`src/rtl/conv_win_ctrl.sv`:
```
// Frame sequencer for the 5x5 conv unit: holds weights/bias, walks a valid-mode
// 5x5 window over the frame, feeds conv and writes each result to the output RAM.
module conv_win_ctrl #(
  parameter int IMG_W = 28,
  parameter int IMG_H = 28,
  parameter int DW    = 9,
  parameter int IA_W  = 10,
  parameter int OA_W  = 10
) (
  input  logic              clk,
  input  logic              rstn,
  input  logic              start,
  output logic              busy,
  output logic              done,
  input  logic              cfg_we,
  input  logic [2:0]        cfg_sel,
  input  logic [5*DW-1:0]   cfg_data,
  output logic [5*DW-1:0]   weight_m_1,
  output logic [5*DW-1:0]   weight_m_2,
  output logic [5*DW-1:0]   weight_m_3,
  output logic [5*DW-1:0]   weight_m_4,
  output logic [5*DW-1:0]   weight_m_5,
  output logic [DW-1:0]     bias,
  output logic              img_rd_en,
  output logic [IA_W-1:0]   img_rd_addr,
  input  logic [5*DW-1:0]   img_rd_data,
  output logic [5*DW-1:0]   x_m_1,
  output logic [5*DW-1:0]   x_m_2,
  output logic [5*DW-1:0]   x_m_3,
  output logic [5*DW-1:0]   x_m_4,
  output logic [5*DW-1:0]   x_m_5,
  output logic              x_valid,
  input  logic              conv_valid,
  input  logic [DW-1:0]     conv_data,
  output logic              out_we,
  output logic [OA_W-1:0]   out_addr,
  output logic [DW-1:0]     out_data
);

  localparam int RW = (IMG_H > 5) ? $clog2(IMG_H) : 3;
  localparam int CW = (IMG_W > 5) ? $clog2(IMG_W) : 3;

  typedef enum logic [2:0] {
    S_IDLE, S_FETCH, S_FIRE, S_WAIT, S_WRITE, S_DONE
  } state_t;

  state_t            state, state_nxt;
  logic [2:0]        k;
  logic [RW-1:0]     r;
  logic [CW-1:0]     c;
  logic [OA_W-1:0]   oaddr;
  logic [DW-1:0]     res_q;
  logic [DW-1:0]     bias_q;
  logic [5*DW-1:0]   w_q [5];
  logic [5*DW-1:0]   x_q [5];
  logic              last_col, last_row, fetch_rd;

  assign last_col = (c == CW'(IMG_W - 5));
  assign last_row = (r == RW'(IMG_H - 5));
  assign fetch_rd = (state == S_FETCH) && (k != 3'd5);

  // State register
  always_ff @(posedge clk or negedge rstn) begin
    if (!rstn) state <= S_IDLE;
    else       state <= state_nxt;
  end

  // Next-state logic
  always_comb begin
    state_nxt = state;
    case (state)
      S_IDLE:  if (start) state_nxt = S_FETCH;
      S_FETCH: if (k == 3'd5) state_nxt = S_FIRE;
      S_FIRE:  state_nxt = S_WAIT;
      S_WAIT:  if (conv_valid) state_nxt = S_WRITE;
      S_WRITE: state_nxt = (last_row && last_col) ? S_DONE : S_FETCH;
      S_DONE:  state_nxt = S_IDLE;
      default: state_nxt = S_IDLE;
    endcase
  end

  // Output decode; the read address is forced to zero outside fetch reads
  always_comb begin
    busy        = (state != S_IDLE);
    done        = (state == S_DONE);
    img_rd_en   = fetch_rd;
    img_rd_addr = '0;
    if (fetch_rd)
      img_rd_addr = (IA_W'(r) + IA_W'(k)) * IA_W'(IMG_W) + IA_W'(c);
    x_valid     = (state == S_FIRE);
    out_we      = (state == S_WRITE);
    out_addr    = oaddr;
    out_data    = res_q;
  end

  // Window position, fetch phase and output address
  always_ff @(posedge clk or negedge rstn) begin
    if (!rstn) begin
      k     <= '0;
      r     <= '0;
      c     <= '0;
      oaddr <= '0;
    end else begin
      k <= (state == S_FETCH && k != 3'd5) ? k + 3'd1 : 3'd0;
      if (state == S_IDLE && start) begin
        r     <= '0;
        c     <= '0;
        oaddr <= '0;
      end else if (state == S_WRITE) begin
        oaddr <= oaddr + OA_W'(1);
        if (last_col) begin
          c <= '0;
          r <= r + RW'(1);
        end else begin
          c <= c + CW'(1);
        end
      end
    end
  end

  // Window rows land one cycle after their read; result captured on conv_valid
  always_ff @(posedge clk or negedge rstn) begin
    if (!rstn) begin
      for (int i = 0; i < 5; i++) x_q[i] <= '0;
      res_q <= '0;
    end else begin
      if (state == S_FETCH) begin
        case (k)
          3'd1: x_q[0] <= img_rd_data;
          3'd2: x_q[1] <= img_rd_data;
          3'd3: x_q[2] <= img_rd_data;
          3'd4: x_q[3] <= img_rd_data;
          3'd5: x_q[4] <= img_rd_data;
          default: ;
        endcase
      end
      if (state == S_WAIT && conv_valid) res_q <= conv_data;
    end
  end

  // Configuration registers are writable only while idle
  always_ff @(posedge clk or negedge rstn) begin
    if (!rstn) begin
      for (int i = 0; i < 5; i++) w_q[i] <= '0;
      bias_q <= '0;
    end else if (state == S_IDLE && cfg_we) begin
      case (cfg_sel)
        3'd0: w_q[0] <= cfg_data;
        3'd1: w_q[1] <= cfg_data;
        3'd2: w_q[2] <= cfg_data;
        3'd3: w_q[3] <= cfg_data;
        3'd4: w_q[4] <= cfg_data;
        3'd5: bias_q <= cfg_data[DW-1:0];
        default: ;
      endcase
    end
  end

  assign weight_m_1 = w_q[0];
  assign weight_m_2 = w_q[1];
  assign weight_m_3 = w_q[2];
  assign weight_m_4 = w_q[3];
  assign weight_m_5 = w_q[4];
  assign bias       = bias_q;
  assign x_m_1      = x_q[0];
  assign x_m_2      = x_q[1];
  assign x_m_3      = x_q[2];
  assign x_m_4      = x_q[3];
  assign x_m_5      = x_q[4];

endmodule
```
`config.mk`:
```
export PLATFORM = sky130hd
export DESIGN_NAME = conv_win_ctrl
export DESIGN_NICKNAME = d
export VERILOG_FILES = /design/src/rtl/conv_win_ctrl.sv
export SDC_FILE = /design/constraint.sdc
export NUM_CORES = 1
export LEC_CHECK = 0
export ABC_AREA = 1
export BUFFER_PORTS_ARGS = -buffer_cell sky130_fd_sc_hd__buf_2
export CORE_AREA = 2 2 235 237
export DETAILED_ROUTE_END_ITERATION = 8
export DIE_AREA = 0 0 237 239
export SYNTH_ARGS = -nofsm -noshare
export SYNTH_HDL_FRONTEND = slang
export SYNTH_SLANG_ARGS = --single-unit
```
`constraint.sdc`:
```
create_clock -name clk -period 5.6 [get_ports clk]
set_clock_uncertainty 0.15 [all_clocks]
set_input_delay 1.12 -clock clk [delete_from_list [all_inputs] [get_ports clk]]
set_output_delay 1.12 -clock clk [all_outputs]
set_load 0.01 [all_outputs]
```
==> results.ini, run 1 <==
[run_status]
status=complete, no violations

[detailed_routing]
finalWirelength_mm=59.0
met1_length_mm=24.1
viasPerCell=4.69
wl_met2_mm=27.5
drt-pass1-iter-count=5
drc=0
dr.first_iter.drc_count=749
highest_layer=met5
antenna_left=0
wl_met3_mm=5.86
wl_per_cell_um=17.9
vias=15500

[timing]
rsz0062_at_grt=false
finalMaxSlewViolations=0
fmax_ghz=0.189
tns_ps=0
hold_slack_ps=327
setup_viol=0
slew_headroom_pct=29.3
finalHoldViolations=0
min_period_ps=5290
period_share_pct=94.5
max_slew.worst_pin.slew_ps=1050

[pwr]
pwr-share-clk_pct=23.0
p_sw_uw=5810
pwr-share-seq_pct=40.0
swShare_pct=37.8
p_int_uw=9550
ir_drop_mv=0.323
power_density_nw_per_um2=622
combPwrFrac_pct=37.0
leakage_uw=0.0128

[synth]
ys_seq_area_share_pct=64.5
synth_seq_cells=494
netlist_instances=1977
synth_top_cells_by_area=dfrtp_1 (65%), o21ai_0 (9.7%), nand2_1 (8.3%)
ys_types=32
syn-num-nets=2112
syn_area_um2=19200
yosys_warnings=0
synth_top_area_cell=dfrtp_1
synth_top_area_share_pct=64.5
syn_area_per_cell_um2=9.69

[final_layout]
synthToLayoutAreaGrowth_pct=28.8
nets=2691
fin_cells=3302
drive_gt1_share_pct=28.1

[global_routing]
grtUsageTotal_pct=20.4
grt_max_degree=122
grt_first_pass_wirelength_mm=90.3
grt_antenna_before_repair=1
first_global_vias=15200
overflow=0

[critical_path]
cp_slowest_cell=fa_1
endpoint_kind=output pin
critPathKind=reg -> out
crit_top_cell=nor2_1
arrival_ps=4020
cp_max_fo=5
cp-start-kind=flip-flop
path_cells=ha_1 > fa_1 > xor2_2 > fa_1 > ha_1 > ha_1 > nand2_1 > nor2_1 > nor2_1 > nor2_1 > nand3_1 > nand2_1 > nand2_1 > nor2_1 > buf_2
crit_required_ps=4330
rr_worst_depth=4
cp_slowest_stage_delay_ps=490

[min_path]
hold_path_class=reg -> reg
hold_depth=2

[clocking]
cts_buffers=54
h-tree-depth=2
tritoncts=built
cts.path.max_buffers=3
root_buffer=clkbuf_16
holdBufCountCts=0
insertion_delay_ps=580
clock-sinks=494
path_clk_slew_ps=60

[die]
rows=86
die_h_um=239
coreArea_um2=54300
io_pins=600
initial_utilization_pct=35.3
die-area_um2=56600
fp.dieW_um=237

[placed_design]
place_hpwl_mm=42.5
place_inst=3204
portBuffers=599
place.gp.congestion=0.840

[run]
drv_cap=0

==> logic make-up (layout without fill, tap and decap cells) <==
logic type / Yosys count / count (layout) / synth area share [%]
AO/OA/AOI/OAI: 496 / 496 / 13.1
buffers and inverters: 338 / 958 / 6.78
XOR/XNOR: 9 / 9 / 0.411
adder cells (fa/ha/maj): 28 / 28 / 1.99
AND/OR/NAND/NOR: 602 / 602 / 12.7
other: 0 / 1 / 0
flip-flops: 494 / 494 / 64.5
multiplexers: 10 / 10 / 0.588
==> final timing paths <==
kind	endpoint	from	slack [ps]
setup reg to reg	x_m_5[35]	state[0]	2720
setup / recovery	img_rd_addr[9]	k[0]	310
hold / removal	x_m_1[16]	x_m_1[16]	330
min in group asynchronous	x_m_4[4]	rstn	460
hold reg to reg	x_m_1[16]	x_m_1[16]	330
max in group asynchronous	x_m_3[31]	rstn	3660
==> layer usage <==
layer,GRT usage (%),up-vias
met5,0,-
met4,6.00,2
met3,7.74,84
met2,33.2,543
met1,25.2,7416
li1,-,7457
==> metrics by stage <==
stage               util, %  total power (uW)  setup slack (ps)  cell area [um2]
finish                 45.4             15400               306            24700
global route           45.4             16400              3.62            24700
CTS                    45.4             15500               101            24700
detailed placement     42.1             11900               770            22900
global placement       42.1             11700               777            22900
floorplan                 -              9040              1080            19200
==> placed cells by master (no fill, tap or decap), types with 2 or more instances in the layout <==
cell type	instances
o21ai_1	17
clkinvlp_4	2
a21oi_1	98
ha_1	24
o21ai_0	373
clkinv_2	9
nor3_1	9
or2_2	3
dfrtp_1	494
nand4_1	5
fa_1	4
buf_12	4
buf_4	15
clkbuf_1	13
inv_1	242
a21o_1	3
buf_2	598
clkbuf_8	12
clkinv_4	2
nor2_1	120
xnor2_1	4
nor4_4	3
nand3_1	29
nand3_4	3
clkbuf_16	57
nand2_1	423
xor2_1	4
bufinv_16	2
nor2_4	2
mux2_2	10
==> power groups by stage <==
stage | sequential [uW] | clock [uW] | combinational [uW]
final | 6150 | 3540 | 5680
after global routing | 6350 | 3750 | 6330
after CTS | 6140 | 3620 | 5740
after detailed placement | 6140 | 0 | 5730
after floorplan | 6880 | 0 | 2150
after global placement | 6090 | 0 | 5630
==> final cells by class <==
| type | count | area (um2) |
|---|---|---|
| clock buffers | 82 | 1640 |
| diodes | 1 | 2.50 |
| flip-flops and latches | 494 | 12400 |
| multi-input cells | 1145 | 5540 |
| fillers | 5230 | 29700 |
| well taps | 704 | 881 |
| repair buffers | 618 | 3200 |
| clock inverters | 15 | 138 |
| inverters | 243 | 912 |
==> state kept, by name, indices dropped and copies added, names as in the netlist <==
signal / count
state: 3
weight_m_3: 45
weight_m_4: 45
weight_m_1: 45
out_addr: 10
weight_m_2: 45
r: 5
out_data: 9
k: 3
x_m_4: 45
weight_m_5: 45
x_m_3: 45
x_m_1: 45
x_m_5: 45
c: 5
bias: 9
x_m_2: 45
==> Yosys cell counts (all sizes together) <==
library cell and number:
a22o 1, nand4 5, mux2 10, o211ai 1, fa 4, buf 23
xnor2 4, nand3 33, clkbuf 72, ha 24, nand2 425, o31ai 1
nor3 10, dfrtp 494, or2 3, a21o 3, inv 243, xor2 5
nor2 123, a21oi 98, o21ai 390, o22ai 1, nor4 3, o21a 1
==> critical path: cells and delay by family (launching register included) <==
| kind | cells | cell delay [ps] |
|---|---|---|
| XOR/XNOR | 1 | 320 |
| adder cells (fa/ha/maj) | 5 | 1790 |
| buffers and inverters | 1 | 140 |
| flip-flops | 1 | 430 |
| AND/OR/NAND/NOR | 8 | 770 |
==> repair_timing <==
item	4_1_cts	5_1_grt
endpoints found under the setup margin	0	4
buffers inserted	0	0
gates resized for setup	0	1
endpoints found under the hold margin	0	0
Note: power is estimated with default switching activity, not from simulation.
==> inputs of run 2 (changes only) <==
--- a/config.mk
+++ b/config.mk
@@ -10,6 +10,7 @@
 export CORE_AREA = 2 2 235 237
 export DETAILED_ROUTE_END_ITERATION = 8
 export DIE_AREA = 0 0 237 239
+export RECOVER_POWER = 25
 export SYNTH_ARGS = -nofsm -noshare
 export SYNTH_HDL_FRONTEND = slang
 export SYNTH_SLANG_ARGS = --single-unit
==> run 2 against run 1 <==
Net effect: the flow now finishes with violations (max-capacitance violations, max-slew violations); non-clock buffer count unchanged; design area down 0.16%; core utilization is 0.071 points lower; wire length about the same; total power is essentially flat; sequential share of layout area increased by 0.079 points; via count is 0.18% higher; critical endpoint unchanged.
==> results.ini, run 2 (synthesized netlist as in run 1, its figures left out) <==
[run_status]
status=finished with violations
violations=max-capacitance violations, max-slew violations

[final_layout]
fillers=5236
drive_gt1_share_pct=27.8
synthToLayoutAreaGrowth_pct=28.6
fin_cells=3302
nets=2691
final_common_cell=buf_2
layout_common_cells=buf_2 (598), dfrtp_1 (494), nand2_1 (423), o21ai_0 (373), inv_1 (242)
multi_input_area_um2=5540
regArea_um2=12400

[placed_design]
place.gp.congestion=0.840
place_hpwl_mm=42.5
portBuffers=599
place_inst=3204

[die]
rows=86
io_pins=600
initial_utilization_pct=35.3
coreArea_um2=54300
die_h_um=239
die-area_um2=56600
fp.dieW_um=237

[timing]
setup_viol=0
fmax_ghz=0.189
tns_ps=0
period_share_pct=94.5
finalHoldViolations=0
slew_headroom_pct=-91.2
finalMaxSlewViolations=205
rsz0062_at_grt=false
max_slew.worst_pin.slew_ps=2870
min_period_ps=5290
hold_slack_ps=326

[pwr]
ir_drop_mv=0.322
pwr-share-seq_pct=40.0
combPwrFrac_pct=36.9
leakage_uw=0.0128
swShare_pct=37.8
p_int_uw=9550
p_sw_uw=5810
pwr-share-clk_pct=23.0
power_density_nw_per_um2=623

[clocking]
post-cts-setup-buffers=0
root_buffer=clkbuf_16
clock-sinks=494
cts.path.max_buffers=3
h-tree-depth=2
insertion_delay_ps=580
cts_buffers=54
path_clk_slew_ps=60
tritoncts=built

[global_routing]
grt_first_pass_wirelength_mm=90.3
overflow=0
first_global_vias=15200
grt_max_degree=122
grtUsageTotal_pct=20.4
grt_antenna_before_repair=1

[critical_path]
arrival_ps=4020
rr_worst_depth=8
crit_end=img_rd_addr[9]
cp_max_fo=5
crit_required_ps=4330
cp-start-kind=flip-flop
cp_slowest_cell=fa_1
r2r-end=weight_m_3[5]
path_cells=ha_1 > fa_1 > xor2_2 > fa_1 > ha_1 > ha_1 > nand2_1 > nor2_1 > nor2_1 > nor2_1 > nand3_1 > nand2_1 > nand2_1 > nor2_1 > buf_2
crit_family=adder cells
cp_slowest_stage_delay_ps=490
rrSetupSlack_ps=2680
crit_top_cell=nor2_1
worstSetupStartpoint=k[0]
endpoint_kind=output pin
critPathKind=reg -> out
crit_cells=15
cp.buffers_inverters=1
r2r_start=state[1]

[detailed_routing]
vias=15500
viasPerCell=4.70
drc=0
finalWirelength_mm=59.0
drt-pass1-iter-count=5
wl_per_cell_um=17.9
dr.first_iter.drc_count=755
antenna_left=0

[min_path]
hold_path_class=reg -> reg

[run]
drv_cap=4

## run 2: layout make-up
cell class | count | area share, %
Clock buffer | 82 | 6.66
Clock inverter | 15 | 0.559
Tap cell | 704 | 3.57
Sequential cell | 494 | 50.2
Timing Repair Buffer | 618 | 12.8
Multi-Input combinational cell | 1145 | 22.5
Antenna cell | 1 | 0.0102
Inverter | 243 | 3.70
## run 2: how the worst min path moves through the flow
stage	endpoint	depth (start not counted)	slack [ps]	startpoint
2_1_floorplan	k[0]	1	340	k[0]
3_3_place_gp	x_m_1[43]	2	310	x_m_1[43]
3_5_place_dp	x_m_1[16]	2	320	x_m_1[16]
4_1_cts	x_m_3[39]	2	330	x_m_3[39]
5_1_grt	x_m_1[23]	2	350	x_m_1[23]
6_report	x_m_5[10]	2	330	x_m_5[10]
## run 2: power by group through the flow
stage	clock network, uW	logic [uW]	registers, uW
floorplan	0	2150	6880
global placement	0	5630	6090
detailed placement	0	5730	6140
CTS	3620	5740	6140
global route	3750	6330	6350
finish	3540	5670	6140
## run 2: timing repair
action / in CTS / in global routing
endpoints found under the setup margin: 0 / 4
hold buffers: 0 / 0
resized for setup: 0 / 1
## run 2: routing by layer
layer / wire (um) / GRT usage (%) / vias up / share of wire [%]
met2: 27500 / 33.2 / 539 / 47
met5: 11 / 0 / - / 0.019
met4: 1450 / 6.00 / 2 / 2.5
met1: 24200 / 25.2 / 7448 / 41
li1: - / - / 7459 / -
met3: 5760 / 7.74 / 82 / 9.8
## run 2: per-stage QoR
step / setup WS [ps] / utilization (%) / cell area (um2) / power [uW]
2_1_floorplan: 1080 / - / 19200 / 9040
3_3_place_gp: 777 / 42.1 / 22900 / 11700
3_5_place_dp: 770 / 42.1 / 22900 / 11900
4_1_cts: 101 / 45.4 / 24700 / 15500
5_1_grt: 3.62 / 45.3 / 24600 / 16400
6_report: 307 / 45.3 / 24600 / 15400
## run 2: worst register-to-register path, stage by stage, from the launching register on
cell	delay (ps)
dfrtp_1	420
nor2_1	210
nand2_1	210
inv_2	180
nand2_4	120
nor2_4	780
buf_4	540
nor2_1	110
a21oi_1	130
